--- config.mk ---
export PLATFORM = sky130hd
export DESIGN_NAME = remote_req_queue
export DESIGN_NICKNAME = d
export VERILOG_FILES = /design/src/rtl/bsg_vanilla_pkg.sv /design/src/rtl/remote_req_queue_pkg.sv /design/src/rtl/remote_req_queue_credit.sv /design/src/rtl/remote_req_queue.sv
export SDC_FILE = /design/constraint.sdc
export NUM_CORES = 1
export LEC_CHECK = 0
export ABC_AREA = 1
export BUFFER_PORTS_ARGS = -buffer_cell sky130_fd_sc_hd__buf_2
export CELL_PAD_IN_SITES_DETAIL_PLACEMENT = 0
export CELL_PAD_IN_SITES_GLOBAL_PLACEMENT = 1
export CORE_MARGIN = 8
export CORE_UTILIZATION = 40
export DETAILED_ROUTE_END_ITERATION = 10
export HOLD_SLACK_MARGIN = 0.03
export PLACE_DENSITY = 0.78
export SLEW_MARGIN = 20
export SYNTH_ARGS = -nofsm -noshare
export SYNTH_HDL_FRONTEND = slang
export SYNTH_SLANG_ARGS = --single-unit
--- constraint.sdc ---
create_clock -name clk_i -period 4 [get_ports clk_i]
set_clock_uncertainty 0.2 [all_clocks]
set_input_delay 0.2 -clock clk_i [delete_from_list [all_inputs] [get_ports clk_i]]
set_output_delay 0.2 -clock clk_i [all_outputs]
set_load 0.05 [all_outputs]
--- src/rtl/bsg_vanilla_pkg.sv ---
// bsg_vanilla_pkg (local slice)
// Provides the remote request record shared by the core's remote-request path.
// Only the remote_req_s type is needed by remote_req_queue.
package bsg_vanilla_pkg;

  // One outbound remote memory request as issued by the core.
  typedef struct packed {
    logic        write_not_read;
    logic [3:0]  mask;
    logic [31:0] addr;
    logic [31:0] data;
  } remote_req_s;

endpackage

--- src/rtl/remote_req_queue_pkg.sv ---
// remote_req_queue_pkg
// Small helpers shared by the remote request queue files.
package remote_req_queue_pkg;

  // Circular-buffer pointer advance: wraps from els-1 back to 0.
  function automatic int unsigned wrap_inc(input int unsigned ptr, input int unsigned els);
    return (ptr == els - 1) ? 0 : ptr + 1;
  endfunction

endpackage

--- src/rtl/remote_req_queue_credit.sv ---
// remote_credit_counter
// Saturating up/down counter tracking endpoint credits.
// Ports:
//   clk_i    - clock
//   reset_i  - asynchronous active-high reset, loads init_val_p
//   up_i     - one credit returned
//   down_i   - one credit consumed
//   count_o  - current credit count
module remote_credit_counter #(
  parameter int max_val_p  = 16,
  parameter int init_val_p = max_val_p,
  parameter int width_p    = $clog2(max_val_p + 1)
) (
  input  logic               clk_i,
  input  logic               reset_i,
  input  logic               up_i,
  input  logic               down_i,
  output logic [width_p-1:0] count_o
);

  localparam logic [width_p-1:0] max_lp  = width_p'(max_val_p);
  localparam logic [width_p-1:0] init_lp = width_p'(init_val_p);

  logic [width_p-1:0] count_d, count_q;

  // Simultaneous up and down cancel; otherwise saturate at both ends.
  always_comb begin
    count_d = count_q;
    if (up_i && !down_i && (count_q != max_lp)) begin
      count_d = count_q + width_p'(1);
    end else if (down_i && !up_i && (count_q != '0)) begin
      count_d = count_q - width_p'(1);
    end
  end

  always_ff @(posedge clk_i or posedge reset_i) begin
    if (reset_i) count_q <= init_lp;
    else         count_q <= count_d;
  end

  assign count_o = count_q;

  a_no_overflow : assert property (@(posedge clk_i) disable iff (reset_i)
    !(up_i && !down_i && (count_q == max_lp)))
    else $error("credit counter overflow");

  a_no_underflow : assert property (@(posedge clk_i) disable iff (reset_i)
    !(down_i && !up_i && (count_q == '0)))
    else $error("credit counter underflow");

endmodule

--- src/rtl/remote_req_queue.sv ---
// remote_req_queue
// Circular flop-array FIFO of remote requests plus the endpoint credit counter.
// Ports:
//   clk_i, reset_i      - clock, asynchronous active-high reset
//   core_req_v_i/_i     - request offered by the core
//   core_req_ready_o    - queue has room (not full)
//   remote_req_v_o/_o   - head entry toward the TX stage
//   remote_req_yumi_i   - TX stage consumed the head entry
//   out_sent_i          - packet left on the network (consumes a credit)
//   credit_v_i          - credit returned from the endpoint
//   out_credits_o       - available credits
//   empty_o             - queue holds no entries
//   fence_done_o        - queue empty and all credits home
module remote_req_queue
  import bsg_vanilla_pkg::*;
  import remote_req_queue_pkg::*;
#(
  parameter int els_p             = 4,
  // Deliberately meaningless default: every instance must set the credit limit.
  parameter int max_out_credits_p = 32'("inv"),
  localparam int credit_counter_width_lp = $clog2(max_out_credits_p + 1),
  localparam int count_width_lp          = $clog2(els_p + 1)
) (
  input  logic                               clk_i,
  input  logic                               reset_i,
  input  logic                               core_req_v_i,
  input  remote_req_s                        core_req_i,
  output logic                               core_req_ready_o,
  output logic                               remote_req_v_o,
  output remote_req_s                        remote_req_o,
  input  logic                               remote_req_yumi_i,
  input  logic                               out_sent_i,
  input  logic                               credit_v_i,
  output logic [credit_counter_width_lp-1:0] out_credits_o,
  output logic                               empty_o,
  output logic                               fence_done_o
);

  localparam int ptr_width_lp = $clog2(els_p);
  localparam logic [count_width_lp-1:0] full_lp = count_width_lp'(els_p);

  logic [ptr_width_lp-1:0]   rd_ptr_d, rd_ptr_q;
  logic [ptr_width_lp-1:0]   wr_ptr_d, wr_ptr_q;
  logic [count_width_lp-1:0] count_d, count_q;
  remote_req_s               mem_q [els_p];
  logic                      enq, deq;

  assign core_req_ready_o = (count_q != full_lp);
  assign remote_req_v_o   = (count_q != '0);
  assign empty_o          = (count_q == '0);
  assign remote_req_o     = mem_q[rd_ptr_q];

  // Readiness depends only on the registered count, so a dequeue in the same
  // cycle never opens room for a write into a full queue.
  assign enq = core_req_v_i & core_req_ready_o;
  assign deq = remote_req_yumi_i & remote_req_v_o;

  always_comb begin
    rd_ptr_d = rd_ptr_q;
    wr_ptr_d = wr_ptr_q;
    count_d  = count_q;
    if (enq) wr_ptr_d = ptr_width_lp'(wrap_inc(32'(wr_ptr_q), els_p));
    if (deq) rd_ptr_d = ptr_width_lp'(wrap_inc(32'(rd_ptr_q), els_p));
    case ({enq, deq})
      2'b10:   count_d = count_q + count_width_lp'(1);
      2'b01:   count_d = count_q - count_width_lp'(1);
      default: count_d = count_q;
    endcase
  end

  always_ff @(posedge clk_i or posedge reset_i) begin
    if (reset_i) begin
      rd_ptr_q <= '0;
      wr_ptr_q <= '0;
      count_q  <= '0;
    end else begin
      rd_ptr_q <= rd_ptr_d;
      wr_ptr_q <= wr_ptr_d;
      count_q  <= count_d;
    end
  end

  // Payload storage is not reset; count gates its visibility.
  always_ff @(posedge clk_i) begin
    if (enq) mem_q[wr_ptr_q] <= core_req_i;
  end

  remote_credit_counter #(
    .max_val_p  (max_out_credits_p),
    .init_val_p (max_out_credits_p),
    .width_p    (credit_counter_width_lp)
  ) credit_cnt (
    .clk_i   (clk_i),
    .reset_i (reset_i),
    .up_i    (credit_v_i),
    .down_i  (out_sent_i),
    .count_o (out_credits_o)
  );

  // A drop (yumi without out_sent) is legal and leaves credits untouched.
  assign fence_done_o = empty_o &&
                        (out_credits_o == credit_counter_width_lp'(max_out_credits_p));

  a_yumi_when_valid : assert property (@(posedge clk_i) disable iff (reset_i)
    remote_req_yumi_i |-> remote_req_v_o)
    else $error("yumi asserted with no valid head entry");

endmodule
==> results.toml, run 1 <==
[run_status]
outcome = "completed"

[logic_synthesis]
synthAdderAreaFrac_pct = 3.05
synth_top_cell_area_share_pct = 62.7
yosysWarnings = 0
synth-simple-area-share_pct = 13.6
synth.mux.area_fraction_pct = 0
synthTopCellsByArea = "edfxtp_1 (63%), nor2_1 (5.6%), o21ai_0 (5.5%)"
ys_seq_area_share_pct = 68.5
yosysTopAreaCell = "edfxtp_1"
ys.flop_type = "edfxtp_1"
synth_most_common_cell = "edfxtp_1"
synth_compound_area_share_pct = 9.94
synth_nets = 1260
ys_ff_latch = 306
syn_area_um2 = 13200
synth_top_family_by_area = "simple AND/OR/NAND/NOR gates"
synth_enable_flop_cells = 276
synth_xor_area_share_pct = 0.729
synthDistinctLibCells = 37
async_reset_ff_share_pct = 9.80
synth_common_cells = "edfxtp_1 (276), nor2_1 (198), nand2_1 (178)"
synth_cells = 1154
syn_avg_cell_area_um2 = 11.5

[setup_path]
worstSetupStartpointType = "flop"
worstSetupPathType = "flop to flop"
critPathCaptureType = "flop"
crit_fanout = 26
cp_data_required_time_ns = 4.26
cp.arrival_ns = 3.37

[cts]
cts_sinks = 306
clock_latency_ns = 0.51
cts_buffers = 34
clockBufferDepth = 3
cts_tree = "yes"
clk_pin_slew_ns = 0.06
cts.htree.levels = 2
cts_root_buf = "clkbuf_16"

[timing]
finalSetupTns_ns = 0
rsz0062_at_grt = "no"
hold_violations = 0
setup_violations = 0
whs_ns = 0.0971
fin_crit_sh_pct = 77.8
relSlewSlack_pct = 49.0
drv_slew = 0
final.min_clock_period_ns = 3.11
tightest_slew_ns = 0.765
clock.fmax_mhz = 321
fin_ws_ns = 0.888

[pwr]
p_comb_share_pct = 48.4
p_leak_nw = 6.33
p_sw_share_pct = 47.4
power_density_nw_per_um2 = 899
p_int_mw = 7.75
power.switching_mw = 6.98
clockPowerShare_pct = 19.9
seq_power_share_pct = 31.6
finalPower_mw = 14.7
peakVddDrop_mv = 0.638

[placement]
numPortBuffers = 170
place_ws_ns = 0.916
dpl_cell_area_um2 = 14600
placed_cells = 1732
dp_hpwl_mm = 20.3
routabilityCongestion = 0.894

[detailed_routing]
drc_errors = 0
vias_per_cell = 4.96
postRouteAntennaNets = 0
firstDrtPassIters = 5
vias = 9259
postRouteWirelength_mm = 32.7
wire_per_inst_um = 17.5
drt_iter0_markers = 452

[global_routing]
grt_util_met2_pct = 28.4
grt_use_met1_pct = 20.0
antenna_found_initial = 1
grt_pass1_wl_mm = 50.9
grt_pass1_vias = 9336
grt.total_usage_pct = 16.5
grt_overflow = 0
grt-busiest-layer = "met2"
met3_usage_pct = 4.14
grt_max_degree = 75

[layout]
drive_gt1_share_pct = 19.4
syn_to_final_growth_pct = 24.0
nNetsFinal = 1504
final_cell_area_um2 = 16400
stdcell_count = 1866
post-route-util_pct = 50.4

[die]
die_width_um = 198
core_um2 = 32500
ios = 171
fp-row-count = 66
initial_utilization_pct = 40.6
die_h_um = 198
design.die.area_um2 = 39100

[run]
maxCapViolations = 0

[hold_path]
hp-class = "input pin to flop"
[worst paths after layout]
| path | end | slack, ns | depth (start not counted) | startpoint |
|---|---|---|---|---|
| max | credit_cnt.count_o[19] | 0.89 | 14 | credit_cnt.count_o[17] |
| min | credit_cnt.count_o[22] | 0.1 | 7 | out_sent_i |
| max reg2reg | credit_cnt.count_o[19] | 0.89 | 14 | credit_cnt.count_o[17] |
| min reg2reg | credit_cnt.count_o[14] | 0.30 | 2 | credit_cnt.count_o[14] |
| max in group asynchronous | credit_cnt.count_o[16] | 2.71 | 4 | reset_i |
| min in group asynchronous | credit_cnt.count_o[12] | 0.12 | 3 | reset_i |
[placed cells by master, fill, tap and decap left out, types with 13 or more instances in the layout]
cell,instances
edfxtp_1,276
o21ai_0,145
ha_1,29
a21oi_1,13
buf_2,170
inv_1,78
dfrtp_1,14
nand2_1,178
nand3_1,31
dfstp_2,14
o22ai_1,69
nor2_1,194
clkbuf_16,34
dlygate4sd3_1,72
[flip-flops by register name, indices dropped and copies added (netlist names)]
register	count
credit_cnt.count_o	23
wr_ptr_q	2
count_q	3
mem_q	276
rd_ptr_q	2
[timing repair]
action,CTS,global route
endpoints found under the setup margin,0,0
hold buffers,72,0
resized for setup,0,0
hold endpoints to repair,290,0
buffers inserted,0,0
[worst max-delay path, cell delays in order (launching register included)]
cell     delay, ns
dfrtp_1       0.42
nor2_1        0.26
nand3_1       0.13
nor3_2        0.23
nand2_2       0.12
nand2_4       0.31
ha_1          0.38
or2_1         0.25
nand2_1       0.18
inv_1         0.12
nand3_1       0.14
nand3_1       0.09
nand2_1       0.07
nand3_1       0.09
nand2_1       0.07
[per-layer routing]
metal | vias to the layer above | wire length (um)
met5 | - | 0
met4 | 0 | 903
met3 | 59 | 2030
met2 | 234 | 16200
met1 | 4409 | 13600
li1 | 4557 | -
[area by class of cell]
type	instances	area (um2)
timing repair buffer	255	1740
tap	442	553
clock buffer	39	880
inverter	81	319
clock inverter	22	186
multi-input combinational	720	3640
fill	2919	16200
antenna	1	2.50
sequential	306	9060
[power by group through the flow]
stage,sequential [mW],clock (mW),combinational [mW]
after global placement,4.70,0,7.15
after global routing,4.73,3.14,7.77
after floorplan,5.10,0,4.86
final,4.66,2.93,7.14
after CTS,4.66,3.02,7.24
after detailed placement,4.72,0,7.16
[kinds of logic (layout without fill, tap and decap cells)]
family / after synthesis / after routing
other cells: 0 / 1
xor+xnor: 11 / 11
buf+inv: 128 / 397
simple gates: 439 / 439
fa+ha+maj: 31 / 31
flops: 306 / 306
compound gates: 239 / 239
(Power assumes the default switching activity.)
==> run 2: changes to the inputs <==
- PLACE_DENSITY: 0.78 -> 0.76
- clock period: 4 -> 3.1 ns (I/O delays scaled with it)
==> results.toml, run 2 (synthesis results as in run 1) <==
[timing]
clock.fmax_mhz = 344
final.min_clock_period_ns = 2.91
rsz0062_at_grt = "no"
setup_violations = 0
drv_slew = 0
relSlewSlack_pct = 39.5
fin_crit_sh_pct = 93.9
tightest_slew_ns = 0.905
hold_violations = 0

[global_routing]
grt_pass1_vias = 9609
antenna_found_initial = 0
grt.total_usage_pct = 17.3
grt-busiest-layer = "met2"
grt_use_met1_pct = 21.4
grt_overflow = 0
grt_max_degree = 141
grt_pass1_wl_mm = 53.3
grt_util_met2_pct = 29.4
met3_usage_pct = 4.38

[hold_path]
whs_endpoint = "credit_cnt.count_o[22]"
min_path_cells = 6
hp-class = "input pin to flop"
hp-start = "out_sent_i"

[die]
die_h_um = 198
fp-row-count = 66
design.die.area_um2 = 39100
core_um2 = 32500
ios = 171
initial_utilization_pct = 40.6
die_width_um = 198

[layout]
regMostFlops = "mem_q"
layout_common_cells = "edfxtp_1 (276), nor2_1 (194), nand2_1 (176), buf_2 (170), o21ai_0 (145)"
syn_to_final_growth_pct = 26.3
final_common_cell = "edfxtp_1"
nNetsFinal = 1535
largest_reg_flops = 276
final_cell_area_um2 = 16700
drive_gt1_share_pct = 21.1
n_antenna_cell = 0
post-route-util_pct = 51.3

[setup_path]
cp_data_required_time_ns = 3.30
worstSetupStartpointType = "flop"
rr_startpoint = "credit_cnt.count_o[1]"
worstSetupPathType = "flop to flop"
cp.arrival_ns = 3.11
critPathCaptureType = "flop"
rrSetupSlack_ns = 0.19
crit_fanout = 13
r2r_end = "credit_cnt.count_o[17]"
cp-startpoint = "credit_cnt.count_o[1]"
worst-r2r-cell-count = 14

[cts]
clockBufferDepth = 3
cts_buffers = 34
clock_latency_ns = 0.52
cts_tree = "yes"
cts_sinks = 306
clk_pin_slew_ns = 0.06
cts_root_buf = "clkbuf_16"
cts.htree.levels = 2

[pwr]
peakVddDrop_mv = 0.851
p_leak_nw = 6.51
power_density_nw_per_um2 = 1160
finalPower_mw = 19.4

[detailed_routing]
postRouteAntennaNets = 0
wire_per_inst_um = 18.1
drt_iter0_markers = 532
vias = 9458
vias_per_cell = 4.99
firstDrtPassIters = 5
postRouteWirelength_mm = 34.3
drc_errors = 0

[run_status]
outcome = "completed"

[run]
maxCapViolations = 0

[placement]
dp_hpwl_mm = 21.6
numPortBuffers = 170
dpl_cell_area_um2 = 14800
routabilityCongestion = 0.860
[run 2: cell types whose count changed in the layout (fill, tap and decap cells not counted), sizes merged, moves of 2 or more]
cell / delta
buf: +28
inv: -3
clkinv: +3
clkbuf: +2
dlygate4sd3: +2
[run 2: how the worst max path moves through the flow]
stage                                   to  slack (ns)  cells after the start
finish              credit_cnt.count_o[17]        0.19                     14
global placement    credit_cnt.count_o[18]         0.1                     14
detailed placement  credit_cnt.count_o[21]         0.1                     13
CTS                 credit_cnt.count_o[17]        0.07                     14
floorplan                      mem_q[3][0]       -0.56                      4
global route        credit_cnt.count_o[15]       0.008                     14
[run 2: layout make-up]
type	instances	area [um2]
clock buffer	41	898
tap	442	553
fill	2862	15900
inverter	81	319
clock inverter	21	146
multi-input combinational	721	3680
sequential	306	9060
timing repair buffer	285	2020
[run 2: per-layer routing]
layer | part of all wire [%] | vias up
li1 | - | 4607
met1 | 42 | 4557
met2 | 49 | 240
met3 | 6.6 | 54
met4 | 2.2 | 0
met5 | 0 | -
[run 2: where the power goes]
| part | switching (mW) | internal, mW | total [mW] |
|---|---|---|---|
| registers | 0.365 | 5.57 | 5.93 |
| logic | 7.17 | 2.52 | 9.69 |
| clock network | 1.65 | 2.10 | 3.75 |
| total | 9.18 | 10.2 | 19.4 |
[run 2: per-stage QoR]
stage	TNS, ns	setup WS (ns)	cells	hold slack (ns)
detailed placement	0	0.0977	1758	-0.0747
global placement	0	0.0955	1758	-0.0776
finish	0	0.189	1897	0.142
global route	0	0.00835	1897	0.177
CTS	0	0.0689	1894	0.137
floorplan	-156.66	-0.564	1154	0.0354
[run 2: what timing repair did]
| item | CTS | global route |
|---|---|---|
| buffers inserted | 0 | 2 |
| hold buffers | 74 | 0 |
| hold endpoints to repair | 299 | 0 |
| gates resized for setup | 0 | 6 |
| setup endpoints to repair | 0 | 14 |
[run 2: worst max-delay path, cell delays in order (launching register included)]
cell and delay, ns:
dfstp_2 0.61, nand4_1 0.13, nor3_2 0.27, nand2_4 0.16, nand2_8 0.15, ha_1 0.30, nand2_1 0.11, nand2_1 0.09
nand2_1 0.07, nand2_1 0.07, nand3b_1 0.22, nand2_1 0.15, nand3_1 0.09, nand3_1 0.09, nand2_1 0.07
==> run 3: changes to the inputs <==
==> constraint.sdc (replaced) <==
create_clock -name clk_i -period 3.1 [get_ports clk_i]
set_clock_uncertainty 0.2 [all_clocks]
set_input_delay 0.775 -clock clk_i [delete_from_list [all_inputs] [get_ports clk_i]]
set_output_delay 0.775 -clock clk_i [all_outputs]
set_load 0.05 [all_outputs]
==> results.toml, run 3 (synthesis results as in run 1) <==
[timing]
final.min_clock_period_ns = 3.02
clock.fmax_mhz = 332
tightest_slew_ns = 0.850
fin_crit_sh_pct = 97.3
hold_violations = 0
fin_ws_ns = 0.0842
setup_violations = 0
relSlewSlack_pct = 43.1
drv_slew = 0

[global_routing]
grt_overflow = 0
grt_max_degree = 73
grt_util_met2_pct = 27.7
grt_use_met1_pct = 21.0
met3_usage_pct = 4.48
grt-busiest-layer = "met2"
grt_pass1_vias = 9079
antenna_found_initial = 10
grt.total_usage_pct = 16.7
grt_pass1_wl_mm = 50.8

[layout]
layout_common_cells = "edfxtp_1 (276), nor2_1 (193), nand2_1 (178), buf_2 (151), o21ai_0 (145)"
multi_input_area_um2 = 3710
final_common_cell = "edfxtp_1"
nNetsFinal = 1467
syn_to_final_growth_pct = 21.7
largest_reg_flops = 276
register_area_um2 = 9060
drive_gt1_share_pct = 22.7
regMostFlops = "mem_q"
fillers = 2960

[setup_path]
worstSetupPathType = "flop to output pin"
crit_fanout = 56
crit_chain = "inv_6, buf_16, nor2_1, o22ai_1, buf_2"
rrSetupSlack_ns = 0.17
worstSetupStartpointType = "flop"
crit_path_top_delay_cell = "dfrtp_4"
rr_startpoint = "credit_cnt.count_o[18]"
critPathCaptureType = "output pin"
r2r_end = "credit_cnt.count_o[12]"
cpPeakStageDelay_ns = 0.53
worst-r2r-cell-count = 14
cp_data_required_time_ns = 2.12
cp.arrival_ns = 2.04

[hold_path]
hp-class = "input pin to async pin"

[placement]
numPortBuffers = 170
routabilityCongestion = 0.879
place_ws_ns = -0.103
dp_hpwl_mm = 20.9

[detailed_routing]
postRouteWirelength_mm = 33.2
vias = 9117
firstDrtPassIters = 5
drt_iter0_markers = 444
postRouteAntennaNets = 0
wire_per_inst_um = 18.2
vias_per_cell = 4.99
drc_errors = 0

[die]
initial_utilization_pct = 40.6
design.die.area_um2 = 39100
ios = 171
die_h_um = 198
fp-row-count = 66
core_um2 = 32500
die_width_um = 198

[cts]
cts_sinks = 306
cts_buffers = 34
cts.htree.levels = 2
clockBufferDepth = 3
clk_pin_slew_ns = 0.07
cts_setup_buffers = 0
cts_tree = "yes"
cts_root_buf = "clkbuf_16"
clock_latency_ns = 0.53

[run]
maxCapViolations = 0

[run_status]
outcome = "completed"
==> run 3: final cells by class <==
class	instances	share of cell area [%]
Sequential cell	306	56.4
Timing Repair Buffer	217	8.68
Inverter	81	2.02
Clock buffer	38	5.38
Clock inverter	18	0.965
Multi-Input combinational cell	721	23.1
Tap cell	442	3.44
Antenna cell	5	0.0778
==> run 3: repair_timing <==
action,CTS,global route
setup endpoints to repair,26,33
pin swaps,2,3
gates resized for setup,5,32
hold buffers,0,0
gates cloned,1,0
==> run 3: how the worst max path moves through the flow <==
stage,start,end,slack [ns],cells past startpoint
after detailed placement,credit_cnt.count_o[1],credit_cnt.count_o[12],-0.10,13
after global routing,credit_cnt.count_o[18],credit_cnt.count_o[12],-0.01,15
after global placement,credit_cnt.count_o[1],credit_cnt.count_o[12],-0.09,13
after floorplan,count_q[1],mem_q[3][0],-0.59,4
after CTS,rd_ptr_q[1],remote_req_o[53],0.0005,5
final,rd_ptr_q[0],remote_req_o[8],0.08,5
==> run 3: critical path, delay by kind of cell (launching register included) <==
| family | cells | cell delay, ns |
|---|---|---|
| buf+inv | 3 | 0.65 |
| flops | 1 | 0.53 |
| compound gates | 1 | 0.22 |
| simple gates | 1 | 0.07 |
==> run 3: layer usage <==
layer  up-vias  wire length (um)
met5         -                63
met4        10               845
met3        63              2020
met2       214             16000
met1      4353             14200
li1       4477                 -
==> run 3: through the flow <==
stage               util, %  area (um2)  hold WS [ns]  cells  setup TNS, ns
finish                 49.4       16100         0.136   1828              0
global route           49.4       16100         0.156   1826       -0.00984
CTS                    49.1       16000         0.130   1823              0
detailed placement     45.9       14900         0.286   1766         -0.194
global placement       45.9       14900         0.283   1766         -0.127
floorplan                 -       13200         0.286   1154        -161.66
Power of run 3 is left out: the tool's default activity adds up to more than one toggle a clock period on the data nets, which glitch-free logic cannot reach.
